==> src/rtl/arb_mux_pkg.sv <==
// arb_mux_pkg: round-robin pick and one-hot decode helpers shared by arb_mux (ARB_MUX_LOCK_EN handled by users)
package arb_mux_pkg;
    localparam int MAXN = 64;
    function automatic logic [MAXN-1:0] rr_pick(input logic [MAXN-1:0] valid, input int ptr, input int n);
        logic [MAXN-1:0] g;
        int idx;
        g = '0;
        for (int k = 0; k < MAXN; k++) begin
            if (k < n) begin
                idx = ptr + k;
                if (idx >= n) idx -= n;
                if (valid[idx[5:0]] && g == '0) g[idx[5:0]] = 1'b1;
            end
        end
        return g;
    endfunction
    function automatic int onehot_to_idx(input logic [MAXN-1:0] oh);
        int r;
        r = 0;
        for (int i = 0; i < MAXN; i++) if (oh[i]) r |= i;
        return r;
    endfunction
endpackage

==> src/rtl/arb_mux_if.sv <==
// arb_mux_if: producer/consumer bundle of arb_mux; master = bench side, slave = arb_mux (ARB_MUX_LOCK_EN adds in_last/out_last)
interface arb_mux_if #(parameter int SIZE = 8, parameter int N = 4);
    localparam int SELW = N > 1 ? $clog2(N) : 1;
    logic [N-1:0]      in_valid;
    logic [N*SIZE-1:0] in_data;
    logic [N-1:0]      in_ready;
    logic              out_valid;
    logic [SIZE-1:0]   out_data;
    logic [SELW-1:0]   out_sel;
    logic              out_ready;
`ifdef ARB_MUX_LOCK_EN
    logic [N-1:0]      in_last;
    logic              out_last;
    modport master(output in_valid, in_data, in_last, out_ready, input in_ready, out_valid, out_data, out_sel, out_last);
    modport slave(input in_valid, in_data, in_last, out_ready, output in_ready, out_valid, out_data, out_sel, out_last);
`else
    modport master(output in_valid, in_data, out_ready, input in_ready, out_valid, out_data, out_sel);
    modport slave(input in_valid, in_data, out_ready, output in_ready, out_valid, out_data, out_sel);
`endif
endinterface

==> src/rtl/arb_mux_rr_arbiter.sv <==
// rr_arbiter: round-robin grant with pointer (and burst lock under ARB_MUX_LOCK_EN); ports: en_i, valid_i, last_i -> grant_o, idx_o
module rr_arbiter
    import arb_mux_pkg::*;
#(
    parameter int N = 4,
    localparam int SELW = N > 1 ? $clog2(N) : 1
) (
    input  logic            clk,
    input  logic            reset,
    input  logic            en_i,
    input  logic [N-1:0]    valid_i,
`ifdef ARB_MUX_LOCK_EN
    input  logic [N-1:0]    last_i,
`endif
    output logic [N-1:0]    grant_o,
    output logic [SELW-1:0] idx_o
);
    logic [SELW-1:0] ptr_q, ptr_d;
    logic [MAXN-1:0] elig;
`ifdef ARB_MUX_LOCK_EN
    logic lock_q, lock_d;
    // While locked, ptr_q names the owning channel and nobody else may compete.
    assign elig = MAXN'(lock_q ? valid_i & (N'(1) << ptr_q) : valid_i);
`else
    assign elig = MAXN'(valid_i);
`endif
    assign grant_o = en_i ? N'(rr_pick(elig, int'(ptr_q), N)) : '0;
    assign idx_o = SELW'(onehot_to_idx(MAXN'(grant_o)));
    always_comb begin
        ptr_d = ptr_q;
`ifdef ARB_MUX_LOCK_EN
        lock_d = lock_q;
`endif
        if (|grant_o) begin
            ptr_d = (int'(idx_o) == N - 1) ? '0 : idx_o + 1'b1;
`ifdef ARB_MUX_LOCK_EN
            lock_d = ~last_i[idx_o];
            if (~last_i[idx_o]) ptr_d = idx_o;
`endif
        end
    end
    always_ff @(posedge clk or posedge reset) begin
        if (reset) begin
            ptr_q <= '0;
`ifdef ARB_MUX_LOCK_EN
            lock_q <= 1'b0;
`endif
        end else begin
            ptr_q <= ptr_d;
`ifdef ARB_MUX_LOCK_EN
            lock_q <= lock_d;
`endif
        end
    end
endmodule

==> src/rtl/arb_mux.sv <==
// arb_mux: N-channel round-robin registered mux; ports clk, reset (async high), bus (arb_mux_if.slave); ARB_MUX_LOCK_EN adds burst lock
module arb_mux
    import arb_mux_pkg::*;
#(
    parameter int SIZE = 8,
    parameter int N = 4
) (
    input logic       clk,
    input logic       reset,
    arb_mux_if.slave  bus
);
    localparam int SELW = N > 1 ? $clog2(N) : 1;
    logic            load, xfer, out_valid_q, out_valid_d;
    logic [N-1:0]    grant;
    logic [SELW-1:0] idx, out_sel_q, out_sel_d;
    logic [SIZE-1:0] sel_data, out_data_q, out_data_d;
    assign load = ~out_valid_q | bus.out_ready;
    assign xfer = |grant;
    rr_arbiter #(.N(N)) u_arb (
        .clk     (clk),
        .reset   (reset),
        .en_i    (load),
        .valid_i (bus.in_valid),
`ifdef ARB_MUX_LOCK_EN
        .last_i  (bus.in_last),
`endif
        .grant_o (grant),
        .idx_o   (idx)
    );
    always_comb begin
        sel_data = '0;
        for (int i = 0; i < N; i++) sel_data |= bus.in_data[i*SIZE +: SIZE] & {SIZE{grant[i]}};
    end
    assign out_valid_d = xfer | (out_valid_q & ~bus.out_ready);
    assign out_data_d = xfer ? sel_data : out_data_q;
    assign out_sel_d = xfer ? idx : out_sel_q;
`ifdef ARB_MUX_LOCK_EN
    logic out_last_q, out_last_d;
    assign out_last_d = xfer ? |(grant & bus.in_last) : out_last_q;
    always_ff @(posedge clk or posedge reset) out_last_q <= reset ? 1'b0 : out_last_d;
    assign bus.out_last = out_last_q;
`endif
    always_ff @(posedge clk or posedge reset) begin
        if (reset) begin
            out_valid_q <= 1'b0;
            out_data_q <= '0;
            out_sel_q <= '0;
        end else begin
            out_valid_q <= out_valid_d;
            out_data_q <= out_data_d;
            out_sel_q <= out_sel_d;
        end
    end
    assign bus.in_ready = grant;
    assign bus.out_valid = out_valid_q;
    assign bus.out_data = out_data_q;
    assign bus.out_sel = out_sel_q;
endmodule

==> src/flat_wrapper.sv <==
// flat-port wrapper written by rule: the top's interface ports become plain ports
module arb_mux_flat import arb_mux_pkg::*;
#(
    parameter int SIZE = 8,
    parameter int N = 4
)
  (clk, reset, bus_in_valid, bus_in_data, bus_out_ready, bus_in_ready, bus_out_valid, bus_out_data, bus_out_sel);
  arb_mux_if #(.SIZE(SIZE), .N(N)) bus_i ();
  input logic clk;
  input logic reset;
  input wire logic [$bits(bus_i.in_valid)-1:0] bus_in_valid;
  input wire logic [$bits(bus_i.in_data)-1:0] bus_in_data;
  input wire logic [$bits(bus_i.out_ready)-1:0] bus_out_ready;
  output wire logic [$bits(bus_i.in_ready)-1:0] bus_in_ready;
  output wire logic [$bits(bus_i.out_valid)-1:0] bus_out_valid;
  output wire logic [$bits(bus_i.out_data)-1:0] bus_out_data;
  output wire logic [$bits(bus_i.out_sel)-1:0] bus_out_sel;
  assign bus_i.in_valid = bus_in_valid;
  assign bus_i.in_data = bus_in_data;
  assign bus_i.out_ready = bus_out_ready;
  assign bus_in_ready = bus_i.in_ready;
  assign bus_out_valid = bus_i.out_valid;
  assign bus_out_data = bus_i.out_data;
  assign bus_out_sel = bus_i.out_sel;
  arb_mux #(.SIZE(SIZE), .N(N)) u_core (.clk(clk), .reset(reset), .bus(bus_i));
endmodule
==> config.mk <==
export PLATFORM = sky130hd
export DESIGN_NAME = arb_mux_flat
export DESIGN_NICKNAME = d
export VERILOG_FILES = /design/src/rtl/arb_mux_pkg.sv /design/src/rtl/arb_mux_if.sv /design/src/rtl/arb_mux_rr_arbiter.sv /design/src/rtl/arb_mux.sv /design/src/flat_wrapper.sv
export SDC_FILE = /design/constraint.sdc
export NUM_CORES = 1
export LEC_CHECK = 0
export BUFFER_PORTS_ARGS = -buffer_cell sky130_fd_sc_hd__buf_2
export CORE_MARGIN = 10
export CORE_UTILIZATION = 56
export CTS_BUF_LIST = sky130_fd_sc_hd__clkbuf_16
export DETAILED_ROUTE_END_ITERATION = 12
export PLACE_DENSITY = 0.85
export SYNTH_ARGS = -nofsm -noshare
export SYNTH_HDL_FRONTEND = slang
export SYNTH_SLANG_ARGS = --single-unit
==> constraint.sdc <==
create_clock -name clk -period 9.7 [get_ports clk]
set_input_delay 0.485 -clock clk [delete_from_list [all_inputs] [get_ports clk]]
set_output_delay 0.485 -clock clk [all_outputs]
set_load 0.005 [all_outputs]
==> out/results.ini, run 1 <==
[run_status]
status=completed

[finish]
finalNetCount=298
diodes=0
final_core_util_pct=68.3
syn_to_final_growth_pct=18.5
layout-drive-gt1-share_pct=32.0

[worst_hold_path]
hold_class=in2async

[place]
routabilityCongestion=0.847
portBuffers=53
hpwlAfterDp_um=3860

[yosys]
synthFlopType=dfrtp_1
netlist.area_leader.share_pct=18.8
yosysWarnings=0
synth_seq_cells=13
synth_top_area_cell=dfrtp_1
syn_inst=211
synth_area_leaders=dfrtp_1 (19%), a32oi_1 (8.1%), mux2_2 (6.5%), ha_1 (5.8%), nand3_1 (4.9%)
synth_nets=258
synth.distinct_cells=49
async_flop_share_pct=100
synth_area_sq_mm=0.00173
synth.avg_cell_area_sq_um=8.20
synth-edff-count=0
yosysSeqAreaShare_pct=18.8

[drt]
drc=0
via_per_inst=6.64
wl_per_cell_um=18.5
drt_wl_total_um=5250
ant_nets=0
drtIter0Drc=433
vias=1878
first_pass_iters=4

[timing]
slew_viol_final=0
maxSlewHeadroom_pct=43.4
fin_crit_ns=4.43
hold_violations=0
max_freq_mhz=226
tns_ns=0
rsz0062_at_grt=false
finClkSkew_ns=0.00192
finalSetupViolCount=0
period_share_pct=45.7
worst_pin_slew_ns=0.846

[cts]
postCtsResizedCells=0
cts_tree=yes
clkLatencyLatePin_ns=0.24
holdBufCountCts=0
root_buffer=clkbuf_16
cts_buffers=3
cts_sinks=13
htreeDepth=1
path_clk_slew_ns=0.04
clock_path_buffers=2
post_cts.repair.setup_buffers=0

[power_and_ir_drop]
clockPowerShare_pct=9.7
vdd_drop_max_v=0.000244
powerDensity_mw_per_mm2=381
seq_power_share_pct=13.8
cellLeakagePower_nw=0.885
power_mw=0.781
p_comb_share_pct=76.5
power.switching_mw=0.410
p_int_mw=0.371
switching_share_pct=52.5

[flow_run]
cap_violations=0

[die]
fp.coreArea_sq_mm=0.00300
boundaryPins=54
die_x_um=75.6
start_util_pct=57.6
die-area_sq_mm=0.00571
rows=20
die_height_um=75.6

[grt]
grt_max_degree=47
grt_pass1_wl_um=8280
grt_usage_pct=18.1
antenna_found_initial=0
grt_overflow=0
grt_pass1_vias=1717

[critical_path]
r2r_cells=9
worstPathRequired_ns=9.22
startpoint_type=flip-flop
crit_type=reg2out
timing.rr.end=u_core.bus.out_data[5]
worstPathArrival_ns=3.95
cp_max_fo=22
cp-end-kind=output pin
reg2reg_slack_ns=5.46
worst_r2r_startpoint=u_core.u_arb.ptr_q[0]

worst max-delay path by stage:
| stage | from | endpoint | depth (start not counted) |
|---|---|---|---|
| CTS | u_core.u_arb.ptr_q[0] | bus_in_ready[1] | 9 |
| global route | u_core.u_arb.ptr_q[0] | bus_in_ready[0] | 9 |
| detailed placement | u_core.u_arb.ptr_q[0] | u_core.bus.out_data[5] | 9 |
| global placement | u_core.u_arb.ptr_q[0] | u_core.bus.out_data[4] | 9 |
| floorplan | u_core.u_arb.ptr_q[0] | bus_in_ready[2] | 10 |
| finish | u_core.u_arb.ptr_q[0] | bus_in_ready[0] | 9 |
registers in the layout (all words and copies together), names as in the netlist:
name	cells
u_core.bus.out_valid	1
u_core.bus.out_data	8
u_core.u_arb.ptr_q	2
u_core.bus.out_sel	2
cell usage in the layout, fill, tap and decap left out, drive strengths merged, types with 2 or more instances in the layout:
cell / n
a2111oi: 2
a21oi: 4
a221o: 2
a31oi: 2
a32oi: 16
and2: 2
buf: 55
clkbuf: 3
dfrtp: 13
ha: 8
inv: 15
mux2: 10
mux2i: 3
mux4: 2
nand2: 8
nand2b: 6
nand3: 17
nor2: 19
nor2b: 4
nor3: 12
nor4: 2
o2111ai: 8
o211ai: 8
o21ai: 2
o21bai: 2
o22ai: 3
o311ai: 2
o31ai: 2
or3: 3
cell type report:
| cell class | instances | area, sq um |
|---|---|---|
| multi-input combinational | 164 | 1270 |
| fill | 238 | 953 |
| sequential | 13 | 325 |
| timing repair buffer | 55 | 280 |
| clock buffer | 3 | 75.1 |
| inverter | 14 | 52.6 |
| tap | 33 | 41.3 |
| clock inverter | 1 | 3.75 |
cell families (layout without fill, tap and decap cells):
family	Yosys count	after routing	synth area share, %
xor+xnor	1	1	0.507
mux	15	15	10.9
buf+inv	34	73	7.67
flops	13	13	18.8
simple gates	77	77	23.4
fa+ha+maj	8	8	5.79
compound gates	63	63	32.9
routing by layer:
layer | global-route usage, % | part of all wire (%) | vias up
met5 | 0 | 0 | -
li1 | - | - | 896
met1 | 24.0 | 41 | 882
met2 | 28.5 | 48 | 94
met4 | 4.74 | 0.90 | 0
met3 | 4.30 | 9.6 | 6
power by group through the flow:
stage / combinational, mW / sequential, mW / clock (mW)
global placement: 0.577 / 0.106 / 0
floorplan: 0.471 / 0.0988 / 0
finish: 0.598 / 0.108 / 0.0760
CTS: 0.591 / 0.107 / 0.0765
detailed placement: 0.584 / 0.107 / 0
global route: 0.651 / 0.112 / 0.0814
metrics by stage:
step | instance area [sq um] | hold slack (ns) | setup slack (ns) | instances
2_1_floorplan | 1730 | 0.362 | 6.38 | 211
4_1_cts | 2050 | 0.272 | 5.31 | 283
6_report | 2050 | 0.264 | 5.27 | 283
5_1_grt | 2050 | 0.298 | 4.96 | 283
3_5_place_dp | 1970 | 0.490 | 5.53 | 279
3_3_place_gp | 1970 | 0.491 | 5.65 | 279
synthesized netlist by cell type, types with 3 or more instances:
cell       count
nor2_1        18
dfrtp_1       13
or3_1          3
nor2b_1        4
o22ai_1        3
mux2_2        10
mux2i_1        3
o211ai_1       8
nor3_1        11
inv_1         14
nand2b_1       6
o2111ai_1      8
buf_2          4
a21oi_1        4
nand3_1       17
a32oi_1       16
nand2_1        8
clkbuf_1      16
ha_1           8
critical path, stage by stage, from the launching register on:
cell      delay, ns
dfrtp_1        0.68
inv_1          0.27
ha_1           0.42
or3_1          0.47
a21oi_1        0.32
a221oi_2       0.16
nor3_4         0.74
a41oi_2        0.41
inv_1          0.11
buf_2          0.12
(Power assumes the default switching activity.)
==> run 2: changes to the inputs <==
--- a/config.mk
+++ b/config.mk
@@ -7,10 +7,10 @@
 export LEC_CHECK = 0
 export BUFFER_PORTS_ARGS = -buffer_cell sky130_fd_sc_hd__buf_2
 export CORE_MARGIN = 10
-export CORE_UTILIZATION = 56
+export CORE_UTILIZATION = 52
 export CTS_BUF_LIST = sky130_fd_sc_hd__clkbuf_16
 export DETAILED_ROUTE_END_ITERATION = 12
-export PLACE_DENSITY = 0.85
+export PLACE_DENSITY = 0.8
 export SYNTH_ARGS = -nofsm -noshare
 export SYNTH_HDL_FRONTEND = slang
 export SYNTH_SLANG_ARGS = --single-unit
==> constraint.sdc (replaced) <==
create_clock -name clk -period 4.1 [get_ports clk]
set_input_delay 0.205 -clock clk [delete_from_list [all_inputs] [get_ports clk]]
set_output_delay 0.205 -clock clk [all_outputs]
set_load 0.005 [all_outputs]
==> out/results.ini, run 2 (synthesized netlist as in run 1, its figures left out) <==
[timing]
finalSetupViolCount=0  ; unchanged
max_freq_mhz=265
tns_ns=0  ; unchanged
hold_slack_ns=-0.0175  ; -0.281 ns
finClkSkew_ns=0.00227  ; +0.000349 ns
rsz0062_at_grt=false
finalWorstSetupSlack_ns=0.331  ; -4.94 ns
maxSlewHeadroom_pct=63.1  ; +20 points
fin_crit_ns=3.77
hold_violations=13  ; +13
worst_pin_slew_ns=0.553  ; -0.293 ns
period_share_pct=91.9
slew_viol_final=0  ; unchanged

[grt]
grt_overflow=0  ; unchanged
grt_pass1_vias=1812  ; +5.5%
grt_usage_pct=16.6  ; -1.4 points
grt_pass1_wl_um=8560  ; +3.3%
antenna_found_initial=0  ; unchanged
grt_max_degree=40  ; -15%

[place]
portBuffers=53  ; unchanged
routabilityCongestion=0.902  ; +6.5%
place_inst=293  ; +5.0%
post-place-ws_ns=0.379  ; -5.15 ns
hpwlAfterDp_um=3950  ; +2.4%

[critical_path]
timing.rr.end=u_core.bus.out_data[6]
slowest_stage=dfrtp_1
startpoint_type=flip-flop
worst_r2r_startpoint=u_core.u_arb.ptr_q[1]
cp-end-kind=output pin
r2r_cells=11  ; +2
critical-path-max-stage-delay_ns=0.52  ; -0.22 ns
cp_max_fo=21  ; -4.5%
crit_chain=inv_1, ha_1, nor2_1, a2111oi_0, o311ai_0, a221oi_2, nor3_4, buf_4, a41oi_2, inv_1, buf_2
crit_top_cell=inv_1
crit_type=reg2out
worstPathArrival_ns=3.56  ; -0.39 ns
worstPathRequired_ns=3.89  ; -5.33 ns
reg2reg_slack_ns=0.46  ; -5.00 ns

[run_status]
violations=negative hold slack
status=complete, but fails checks

[cts]
path_clk_slew_ns=0.05  ; about the same
clkLatencyLatePin_ns=0.24  ; about the same
cts_tree=yes
holdBufCountCts=0  ; unchanged
cts_sinks=13  ; unchanged
clock_path_buffers=2  ; unchanged
cts_buffers=3  ; unchanged
post_cts.repair.setup_buffers=0  ; unchanged
postCtsResizedCells=0  ; unchanged
htreeDepth=1  ; unchanged
root_buffer=clkbuf_16

[drt]
wl_met1_um=2380  ; +9.9%
ant_nets=0  ; unchanged
met3WireLength_um=380  ; -25%
wl_per_cell_um=17.6  ; -5.1%
via_per_inst=6.22  ; -6.2%
drt_wl_total_um=5220  ; -0.44%
highest_layer=met4
route.met2.wl_um=2410  ; -4.6%
drtIter0Drc=242  ; -44%
vias=1848  ; -1.6%
first_pass_iters=4  ; unchanged
drc=0  ; unchanged

[finish]
syn_to_final_growth_pct=21.2
final_common_cell=buf_2
fillers=273  ; +15%
diodes=0  ; unchanged
final_cell_mix=buf_2 (53), nor2_1 (18), nand3_1 (17), a32oi_1 (16), inv_1 (15)
finalNetCount=301  ; +1.0%
largest_reg_flops=8  ; unchanged
fin_cells=297  ; +4.9%
layout-drive-gt1-share_pct=33.2  ; +1.2 points

[power_and_ir_drop]
vdd_drop_max_v=0.000563  ; +130%
cellLeakagePower_nw=0.900  ; +1.8%
powerDensity_mw_per_mm2=903  ; +140%
power_mw=1.89  ; +140%

[die]
rows=20  ; unchanged
fp.coreArea_sq_mm=0.00313  ; +4.2%
start_util_pct=55.3  ; -2.3 points
die-area_sq_mm=0.00603  ; +5.6%
die_x_um=77.7  ; +2.8%
die_height_um=77.7  ; +2.8%
boundaryPins=54  ; unchanged

[worst_hold_path]
hold_class=in2async

[flow_run]
cap_violations=0  ; unchanged

## run 2: changes by cell type in the layout (fill, tap and decap cells not counted)
cell	change
buf_4	+3
dfrtp_1	-1
dfrtp_2	+1
o31ai_2	-1
o31ai_4	+1
## run 2: how the worst max path moves through the flow
stage                           from                endpoint  slack (ns)  cells after the start
2_1_floorplan  u_core.u_arb.ptr_q[0]  u_core.bus.out_data[0]        0.85                     10
3_3_place_gp   u_core.u_arb.ptr_q[0]  u_core.bus.out_data[5]        0.49                     10
3_5_place_dp   u_core.u_arb.ptr_q[0]  u_core.bus.out_data[6]        0.38                     10
4_1_cts        u_core.u_arb.ptr_q[0]         bus_in_ready[0]        0.24                     10
5_1_grt        u_core.u_arb.ptr_q[1]         bus_in_ready[0]        0.08                     11
6_report       u_core.u_arb.ptr_q[1]         bus_in_ready[0]        0.33                     11
## run 2: power breakdown
| part | internal [mW] | leakage [nW] | switching (mW) |
|---|---|---|---|
| combinational | 0.588 | 0.701 | 0.869 |
| clock | 0.128 | 0.0423 | 0.0523 |
| sequential | 0.194 | 0.157 | 0.0624 |
## run 2: area by class of cell
cell class                      instances  area (sq um)  area share [%]
Multi-Input combinational cell        164          1280            61.1
Sequential cell                        13           327            15.6
Timing Repair Buffer                   58           303            14.4
Clock buffer                            3          75.1            3.58
Tap cell                               44          55.1            2.63
Inverter                               14          52.6            2.51
Clock inverter                          1          3.75           0.179
## run 2: through the flow
step                      cell area (sq um)  hold slack (ns)  utilization, %
after global placement                 2010            0.262            64.2
after CTS                              2090          0.00750            66.7
final                                  2100          -0.0175            67.0
after floorplan                        1730           0.0820               -
after detailed placement               2010            0.267            64.2
after global routing                   2100           0.0375            67.0
## run 2: per-layer routing
layer,up-vias,global-route usage [%]
met5,-,0
met4,0,3.83
met3,6,4.26
met2,74,25.0
met1,861,23.0
li1,907,-
## run 2: critical path: cells and delay by family (launching register included)
kind                       cells  cell delay (ns)
and+or+nand+nor                2             0.18
AOI/OAI and AO/OA              4             1.54
adders and majority gates      1             0.37
buffers and inverters          4             0.68
DFF                            1             0.52
